**src/rtl/rv32i_types.sv**
```systemverilog
//==============================================================================
// Module      : rv32i_types (package)
// Description : Shared RV32I core types. Holds the memory-port arbiter state
//               encoding, the latched memory command record and a small
//               saturating-increment helper used by the arbiter streak counter.
// Revision    : 1.0 - initial release
//==============================================================================
`default_nettype none

package rv32i_types;

    // Memory-port arbiter FSM encoding (explicit 2-bit width).
    typedef enum logic [1:0] {
        IDLE   = 2'd0,
        BUSY_I = 2'd1,
        BUSY_D = 2'd2
    } arb_state_t;

    // One complete command for the physical memory port.
    typedef struct packed {
        logic [31:0] addr;
        logic        read;
        logic        write;
        logic [3:0]  wmask;
        logic [31:0] wdata;
    } mem_cmd_t;

    // Idle command: every physical-port field low.
    localparam mem_cmd_t c_mem_cmd_idle = '0;

    // Increment that sticks at 'limit' instead of wrapping.
    function automatic logic [3:0] streak_inc(input logic [3:0] cur,
                                              input logic [3:0] limit);
        if (cur >= limit) begin
            return limit;
        end
        return cur + 4'd1;
    endfunction

endpackage

`default_nettype wire

```
**src/rtl/mem_port_arbiter.sv**
```systemverilog
//==============================================================================
// Module      : mem_port_arbiter
// Description : Shares one physical memory port between the instruction-fetch
//               (i_*) and data (d_*) requesters. One requester is granted at a
//               time; its command is latched and driven on m_* until m_resp,
//               which is forwarded combinationally as a one-cycle x_resp with
//               x_rdata. Data has priority, but after MAX_D_STREAK consecutive
//               data grants made while a fetch waits, the fetch is granted.
// Ports       : clk, rst            - clock, synchronous active-high reset
//               i_addr/i_read       - fetch request (held until i_resp)
//               i_rdata/i_resp      - fetch completion
//               d_addr/d_read/d_write/d_wmask/d_wdata - data request
//               d_rdata/d_resp      - data completion
//               m_addr/m_read/m_write/m_wmask/m_wdata - physical command
//               m_rdata/m_resp      - physical completion
// Revision    : 1.0 - initial release
//==============================================================================
`default_nettype none

module mem_port_arbiter
    import rv32i_types::*;
#(
    parameter int unsigned MAX_D_STREAK = 4   // legal range 1..15
) (
    input  logic        clk,
    input  logic        rst,

    input  logic [31:0] i_addr,
    input  logic        i_read,
    output logic [31:0] i_rdata,
    output logic        i_resp,

    input  logic [31:0] d_addr,
    input  logic        d_read,
    input  logic        d_write,
    input  logic [3:0]  d_wmask,
    input  logic [31:0] d_wdata,
    output logic [31:0] d_rdata,
    output logic        d_resp,

    output logic [31:0] m_addr,
    output logic        m_read,
    output logic        m_write,
    output logic [3:0]  m_wmask,
    output logic [31:0] m_wdata,
    input  logic [31:0] m_rdata,
    input  logic        m_resp
);

    localparam logic [3:0] c_streak_max = 4'(MAX_D_STREAK);

    arb_state_t  state_q,  state_d;
    logic [3:0]  streak_q, streak_d;
    mem_cmd_t    cmd_q,    cmd_d;

    logic        w_d_pend;
    logic        w_i_starved;

    assign w_d_pend    = d_read | d_write;
    // The fetch has waited through the maximum data streak: it wins this time.
    assign w_i_starved = i_read && (streak_q >= c_streak_max);

    //--------------------------------------------------------------------------
    // State register
    //--------------------------------------------------------------------------
    always_ff @(posedge clk) begin
        if (rst) begin
            state_q  <= IDLE;
            streak_q <= '0;
            cmd_q    <= c_mem_cmd_idle;
        end else begin
            state_q  <= state_d;
            streak_q <= streak_d;
            cmd_q    <= cmd_d;
        end
    end

    //--------------------------------------------------------------------------
    // Next-state logic
    //--------------------------------------------------------------------------
    always_comb begin
        state_d  = state_q;
        streak_d = streak_q;
        cmd_d    = cmd_q;

        unique case (state_q)
            IDLE: begin
                if (w_d_pend && !w_i_starved) begin
                    state_d     = BUSY_D;
                    cmd_d.addr  = d_addr;
                    // read+write together is resolved as a write.
                    cmd_d.read  = d_read & ~d_write;
                    cmd_d.write = d_write;
                    cmd_d.wmask = d_wmask;
                    cmd_d.wdata = d_wdata;
                    // Only data grants that make a fetch wait count.
                    streak_d    = i_read ? streak_inc(streak_q, c_streak_max) : 4'd0;
                end else if (i_read) begin
                    state_d     = BUSY_I;
                    cmd_d.addr  = i_addr;
                    cmd_d.read  = 1'b1;
                    cmd_d.write = 1'b0;
                    cmd_d.wmask = '0;
                    cmd_d.wdata = '0;
                    streak_d    = '0;
                end
            end

            BUSY_I, BUSY_D: begin
                // Requester inputs are deliberately ignored until completion.
                if (m_resp) begin
                    state_d = IDLE;
                    cmd_d   = c_mem_cmd_idle;
                end
            end

            default: begin
                state_d = IDLE;
                cmd_d   = c_mem_cmd_idle;
            end
        endcase
    end

    //--------------------------------------------------------------------------
    // Output logic
    //--------------------------------------------------------------------------
    always_comb begin
        // The latched command is cleared whenever the FSM is idle, so the
        // physical port is quiet outside BUSY without extra gating.
        m_addr  = cmd_q.addr;
        m_read  = cmd_q.read;
        m_write = cmd_q.write;
        m_wmask = cmd_q.wmask;
        m_wdata = cmd_q.wdata;

        i_resp  = 1'b0;
        i_rdata = '0;
        d_resp  = 1'b0;
        d_rdata = '0;

        // m_resp is steered by the owning state only; in IDLE it is dropped.
        if (m_resp) begin
            if (state_q == BUSY_I) begin
                i_resp  = 1'b1;
                i_rdata = m_rdata;
            end else if (state_q == BUSY_D) begin
                d_resp  = 1'b1;
                d_rdata = m_rdata;
            end
        end
    end

endmodule

`default_nettype wire

```
**config.mk**
```make
export PLATFORM = sky130hd
export DESIGN_NAME = mem_port_arbiter
export DESIGN_NICKNAME = d
export VERILOG_FILES = /design/src/rtl/rv32i_types.sv /design/src/rtl/mem_port_arbiter.sv
export SDC_FILE = /design/constraint.sdc
export NUM_CORES = 1
export LEC_CHECK = 0
export CORE_ASPECT_RATIO = 1.2
export CORE_MARGIN = 2
export CORE_UTILIZATION = 36
export DETAILED_ROUTE_END_ITERATION = 10
export PLACE_DENSITY = 0.83
export SLEW_MARGIN = 20
export SYNTH_ARGS = -nofsm -noshare
export SYNTH_HDL_FRONTEND = slang
export SYNTH_SLANG_ARGS = --single-unit
```
**constraint.sdc**
```tcl
create_clock -name clk -period 2 [get_ports clk]
set_input_delay 0.4 -clock clk [delete_from_list [all_inputs] [get_ports clk]]
set_output_delay 0.4 -clock clk [all_outputs]
set_load 0.005 [all_outputs]
```
==> flow_metrics.tcl, run 1 <==
set metrics [dict create \
    status "finished with violations" \
    violations "negative setup slack" \
    final_cell_mix "206 x clkdlybuf4s50_1, 74 x dfxtp_1, 64 x inv_1" \
    grt_pass1_vias 5006 \
    worstHoldStart "m_read" \
    worstSetupPathType "flip-flop to output port" \
    power_density_nw_per_um2 631.9 \
    irDropWorstVdd_uv 430.3 \
    antenna_found_initial 1 \
    synth.area.mux_share_pct 0 \
    vias 5126 \
    clk_pin_slew_ps 60 \
    vias_per_cell 5.436 \
    p_int_mw 3.610 \
    clock_path_buffers 2 \
    finalMaxSlewViolations 0 \
    crit_path_frequent_cell "buf_6" \
    yosys_warnings 0 \
    drc 0 \
    synth_cell_types 32 \
    cts_hold_buf 0 \
    start_util_pct 37.19 \
    timing.final.crit_share_pct 102.7 \
    hp-class "flip-flop to flip-flop" \
    avgSynthCellArea_um2 7.946 \
    dp.cells 914 \
    design.core.area_um2 11090 \
    synth_fa_ha_area_share_pct 1.214 \
    rsz0062_at_grt "yes" \
    die_h_um 121.2 \
    rows 42 \
    dpl.hpwl_mm 12.33 \
    swShare_pct 25.29 \
    clock.fmax_mhz 487.0 \
    seqCellArea_um2 1524 \
    cp.arrival_ps 1650 \
    p_clk_share_pct 37.4 \
    drive_gt1_share_pct 15.97 \
    clock_skew_ps 7.310 \
    p_sw_mw 1.222 \
    clock_sinks 76 \
    syn-num-nets 661 \
    synthXorXnorAreaFrac_pct 0 \
    area_growth_pct 85.44 \
    critPathLaunchType "flip-flop" \
    final_nets 926 \
    synth_top_family_by_area "compound AO/OA/AOI/OAI gates" \
    comb_power_share_pct 27.1 \
    grt_usage_pct 26.26 \
    cts_buffers 9 \
    drtAntennaViolNets 0 \
    cpPeakStageDelay_ps 320 \
    end_kind "output port" \
    grt_pass1_wl_mm 25.17 \
    yosysSeqAreaShare_pct 36.89 \
    slew-limit-headroom_pct 60.54 \
    crit_path_start "state_q[0]" \
    die-area_um2 12330 \
    stdcell_count 943 \
    fp.dieW_um 101.7 \
    cts_tree "done" \
    grt_overflow_total 0 \
    synth_compound_area_share_pct 30.61 \
    setup_violations 21 \
    leakage_nw 3.375 \
    yosys.area_share.simple_pct 18.81 \
    fillCellCount 889 \
    reg2reg_from "state_q[0]" \
    whs_ps 471.7 \
    drt_iter0_markers 309 \
    worst_path_max_delay_cell "dfxtp_2" \
    totalWireLength_mm 16.95 \
    htreeDepth 3 \
    min_period_ps 2053 \
    tightest_slew_ps 591.8 \
    crit_path_cell_trace "inv_2 -> ha_4 -> and2_4 -> nor2b_4 -> buf_6 -> buf_6 -> and2_4 -> buf_6" \
    cp_max_fo 5 \
    synth_seq_cells 76 \
    diodes 0 \
    io-pin-count 274 \
    drv_cap 0 \
    power_frac_seq_pct 35.4 \
    netlist_instances 519 \
    wl_per_cell_um 17.97 \
    mostFrequentLayoutCell "clkdlybuf4s50_1" \
    critical_path_required_ps 1600 \
    syn_area_um2 4124 \
    total_power_mw 4.832 \
    timing_hold_violations_final 0 \
    cts-root-buf "clkbuf_16" \
    clkLatencyLatePin_ps 330 \
    first_pass_iters 5 \
    grt_max_degree 52 \
    setup_slack_ps -53.40 \
    place.gp.congestion 0.8140 \
    multi_input_area_um2 2196 \
    io_buffers 273 \
]
==> cells in the mapped netlist (all sizes together) <==
cell type | instances | area [µm²]
o221ai | 32 | 280.3
nor2b | 2 | 12.51
o31a | 1 | 8.760
nand4 | 40 | 256.5
and3 | 33 | 206.5
a21oi | 43 | 215.2
nand2b | 1 | 6.260
nor2 | 2 | 7.510
a211o | 1 | 8.760
and2 | 35 | 219.0
o211ai | 33 | 247.7
o21ba | 1 | 10.01
nand4b | 1 | 8.760
nor4b | 1 | 23.77
dfxtp | 76 | 1521
o31ai | 1 | 7.510
or2 | 2 | 12.52
ha | 4 | 50.05
clkbuf | 37 | 142.6
o21ai | 41 | 205.2
buf | 23 | 120.1
o2111ai | 1 | 8.760
clkinv | 1 | 3.750
or4 | 1 | 7.510
inv | 66 | 247.7
o21a | 36 | 270.3
nand2 | 4 | 15.01
==> kinds of logic (layout without fill, tap and decap cells) <==
family	count (synthesis)	count (layout)
simple gates	122	122
flops	76	76
buf+inv	127	397
fa+ha+maj	4	4
compound gates	190	190
==> flip-flops by register name (all words and copies together) (netlist names) <==
| name | cells |
|---|---|
| m_addr | 32 |
| m_wdata | 32 |
| m_wmask | 4 |
| streak_q | 4 |
| state_q | 2 |
| m_read | 1 |
| m_write | 1 |
==> path summary, 6_finish.rpt <==
path	endpoint	slack [ps]	depth (start not counted)
worst min register to register	m_read	470	2
worst max-delay path	d_rdata[25]	-50	8
worst min-delay path	m_read	470	2
worst max register to register	m_addr[6]	200	7
==> power groups by stage <==
stage          registers (mW)  logic, mW  clock network [mW]
3_3_place_gp             1.73       1.20                   0
5_1_grt                  1.73       1.40                1.91
6_report                 1.71       1.31                1.81
4_1_cts                  1.71       1.26                1.85
3_5_place_dp             1.74       1.23                   0
2_1_floorplan            1.74      0.446                   0
==> area by class of cell <==
class                   count  area share [%]
repair buffers            314           41.15
multi-input cells         316           28.71
flip-flops and latches     76           19.93
clock buffers              12           3.485
inverters                  67           3.289
well taps                 154           2.520
clock inverters             4          0.9162
==> routing by layer <==
metal	vias to the layer above	global-route usage, %	routed length [µm]	share of wire, %
li1	2393	-	-	-
met2	276	46.42	8810	52
met4	2	16.89	1003	5.9
met1	2389	26.27	5667	33
met5	-	0	13	0.077
met3	66	7.719	1453	8.6
==> critical path: cells and delay by family, from the launching register on <==
family	cells	cell delay [ps]
and+or+nand+nor	3	480
adders and majority gates	1	110
DFF	1	320
buffers and inverters	4	400
==> metrics by stage <==
step / util (%) / cell area, µm² / setup TNS (ps) / worst slack [ps]
2_1_floorplan: - / 4124 / 0 / 371.5
3_3_place_gp: 64.05 / 7102 / -26840 / -440.1
3_5_place_dp: 64.05 / 7102 / -30960 / -465.4
4_1_cts: 67.04 / 7433 / -2005 / -112.0
5_1_grt: 68.97 / 7647 / -2399 / -119.2
6_report: 68.97 / 7647 / -896.2 / -53.40
==> timing repair <==
| action | CTS | global route |
|---|---|---|
| pin swaps | 1 | 9 |
| setup endpoints to repair | 66 | 31 |
| buffers inserted | 9 | 0 |
| gates cloned | 4 | 0 |
| resized for setup | 186 | 49 |
Note: power is estimated with default switching activity, not from simulation.
==> run 2, diff against run 1 <==
Settings changed: CORE_UTILIZATION 36 to 33, PLACE_DENSITY 0.83 to 0.8.
Clock period 2 ns to 1.7 ns, I/O delays scaled along.
==> flow_metrics.tcl, run 2 (same netlist as run 1, synthesis figures left out) <==
set metrics [dict create \
    setup_slack_ps -480.9 \
    fp.dieW_um 106.1 \
    cp_max_fo 33 \
    end_kind "output port" \
    clock.fmax_mhz 458.5 \
    vias 5477 \
    dpl_cell_area_um2 7166 \
    antenna_found_initial 0 \
    start_util_pct 33.90 \
    totalWireLength_mm 20.49 \
    hp-class "input pin to flip-flop" \
    cts_tree "done" \
    place.gp.congestion 0.8934 \
    design.core.area_um2 12170 \
    rr_endpoint "m_wdata[5]" \
    cp.arrival_ps 1840 \
    diodes 0 \
    clock_path_buffers 2 \
    irDropWorstVdd_uv 576.8 \
    setup_tns_ps -31910 \
    dpl.hpwl_mm 11.60 \
    tightest_slew_ps 539.7 \
    slew-limit-headroom_pct 64.02 \
    ff2ff_setup_slack_ps -370 \
    leakage_nw 3.730 \
    power_density_nw_per_um2 703.2 \
    worst_path_max_delay_cell "clkdlybuf4s50_1" \
    worst_path_dominant_cell_family "buffers and inverters" \
    status "finished with violations" \
    cts_hold_buf 0 \
    clkLatencyLatePin_ps 330 \
    whs_ps 433.6 \
    finalMaxSlewViolations 0 \
    crit_path_cell_trace "buf_4 -> ha_4 -> buf_12 -> and3_1 -> clkdlybuf4s50_1" \
    reg2reg_depth 12 \
    clock_sinks 76 \
    critPathLaunchType "flip-flop" \
    setup_violations 141 \
    drc 0 \
    fillCellCount 852 \
    whs_path_depth 3 \
    seqCellArea_um2 1526 \
    wl_per_cell_um 20.51 \
    drive_gt1_share_pct 30.19 \
    crit_buf_inv 3 \
    clk_pin_slew_ps 60 \
    drv_cap 0 \
    die_h_um 126.5 \
    final_cell_mix "206 x clkdlybuf4s50_1, 74 x dfxtp_1, 66 x buf_6" \
    worstHoldStart "d_write" \
    clock_skew_ps 7.937 \
    grt_usage_pct 25.56 \
    timing.final.crit_share_pct 128.3 \
    timing_hold_violations_final 0 \
    io_buffers 273 \
    htreeDepth 3 \
    utilization_pct 72.77 \
    stdcell_area_um2 8853 \
    grt_overflow_total 0 \
    cpPeakStageDelay_ps 510 \
    violations "negative setup slack" \
    reg2reg_from "state_q[1]" \
    grt_pass1_vias 5141 \
    grt_pass1_wl_mm 27.42 \
    first_pass_iters 5 \
    multi_input_area_um2 2560 \
    final_nets 975 \
    die-area_um2 13410 \
    cts_buffers 9 \
    post-place-ws_ps -671.2 \
    critical_path_required_ps 1360 \
    holdPathEnd "m_write" \
    worstSetupPathType "flip-flop to output port" \
    area_growth_pct 114.7 \
    min_period_ps 2181 \
    rsz0062_at_grt "yes" \
    drt_iter0_markers 411 \
    drtAntennaViolNets 0 \
    io-pin-count 274 \
    grt_max_degree 44 \
    rows 44 \
    cts-root-buf "clkbuf_16" \
    vias_per_cell 5.482 \
    mostFrequentLayoutCell "clkdlybuf4s50_1" \
]
run 2: area by class of cell:
class	instances	share of cell area, %
flip-flops and latches	76	17.24
clock buffers	10	2.586
inverters	67	2.869
well taps	161	2.275
multi-input cells	316	28.91
repair buffers	363	45.12
clock inverters	6	0.9893
run 2: worst max path at each step:
stage / from / to / slack (ps) / cells past startpoint
after floorplan: state_q[0] / m_addr[29] / 110 / 7
after global placement: m_resp / d_rdata[21] / -580 / 6
after detailed placement: m_resp / d_rdata[25] / -670 / 6
after CTS: state_q[0] / d_rdata[10] / -460 / 9
after global routing: state_q[0] / d_rdata[7] / -540 / 9
final: state_q[0] / i_rdata[2] / -480 / 5
run 2: metal layers:
layer	part of all wire [%]	GRT usage [%]
met2	52	45.81
met1	37	30.30
met4	3.9	8.669
met5	0	0
met3	7.2	5.190
run 2: per-stage QoR:
stage          cells  power, mW
2_1_floorplan    519      2.576
3_3_place_gp     923      3.484
3_5_place_dp     923      3.524
4_1_cts          977      5.823
5_1_grt          999      6.447
6_report         999      6.226
run 2: where the power goes:
part	leakage [nW]	internal, mW	switching, mW
registers	0.625	1.93	0.0888
clock network	0.157	1.29	0.786
logic	2.95	1.28	0.845
run 2: tightest hold or removal path, cell delays in order:
cell,delay [ps]
buf_2,180
nand4_1,140
a21oi_2,60
run 2: timing repair:
action                                  in CTS  in global routing
endpoints found under the setup margin     111                133
resized for setup                          311                109
pin swaps                                   32                 64
cloned                                      12                 17
buffers inserted                            28                 13
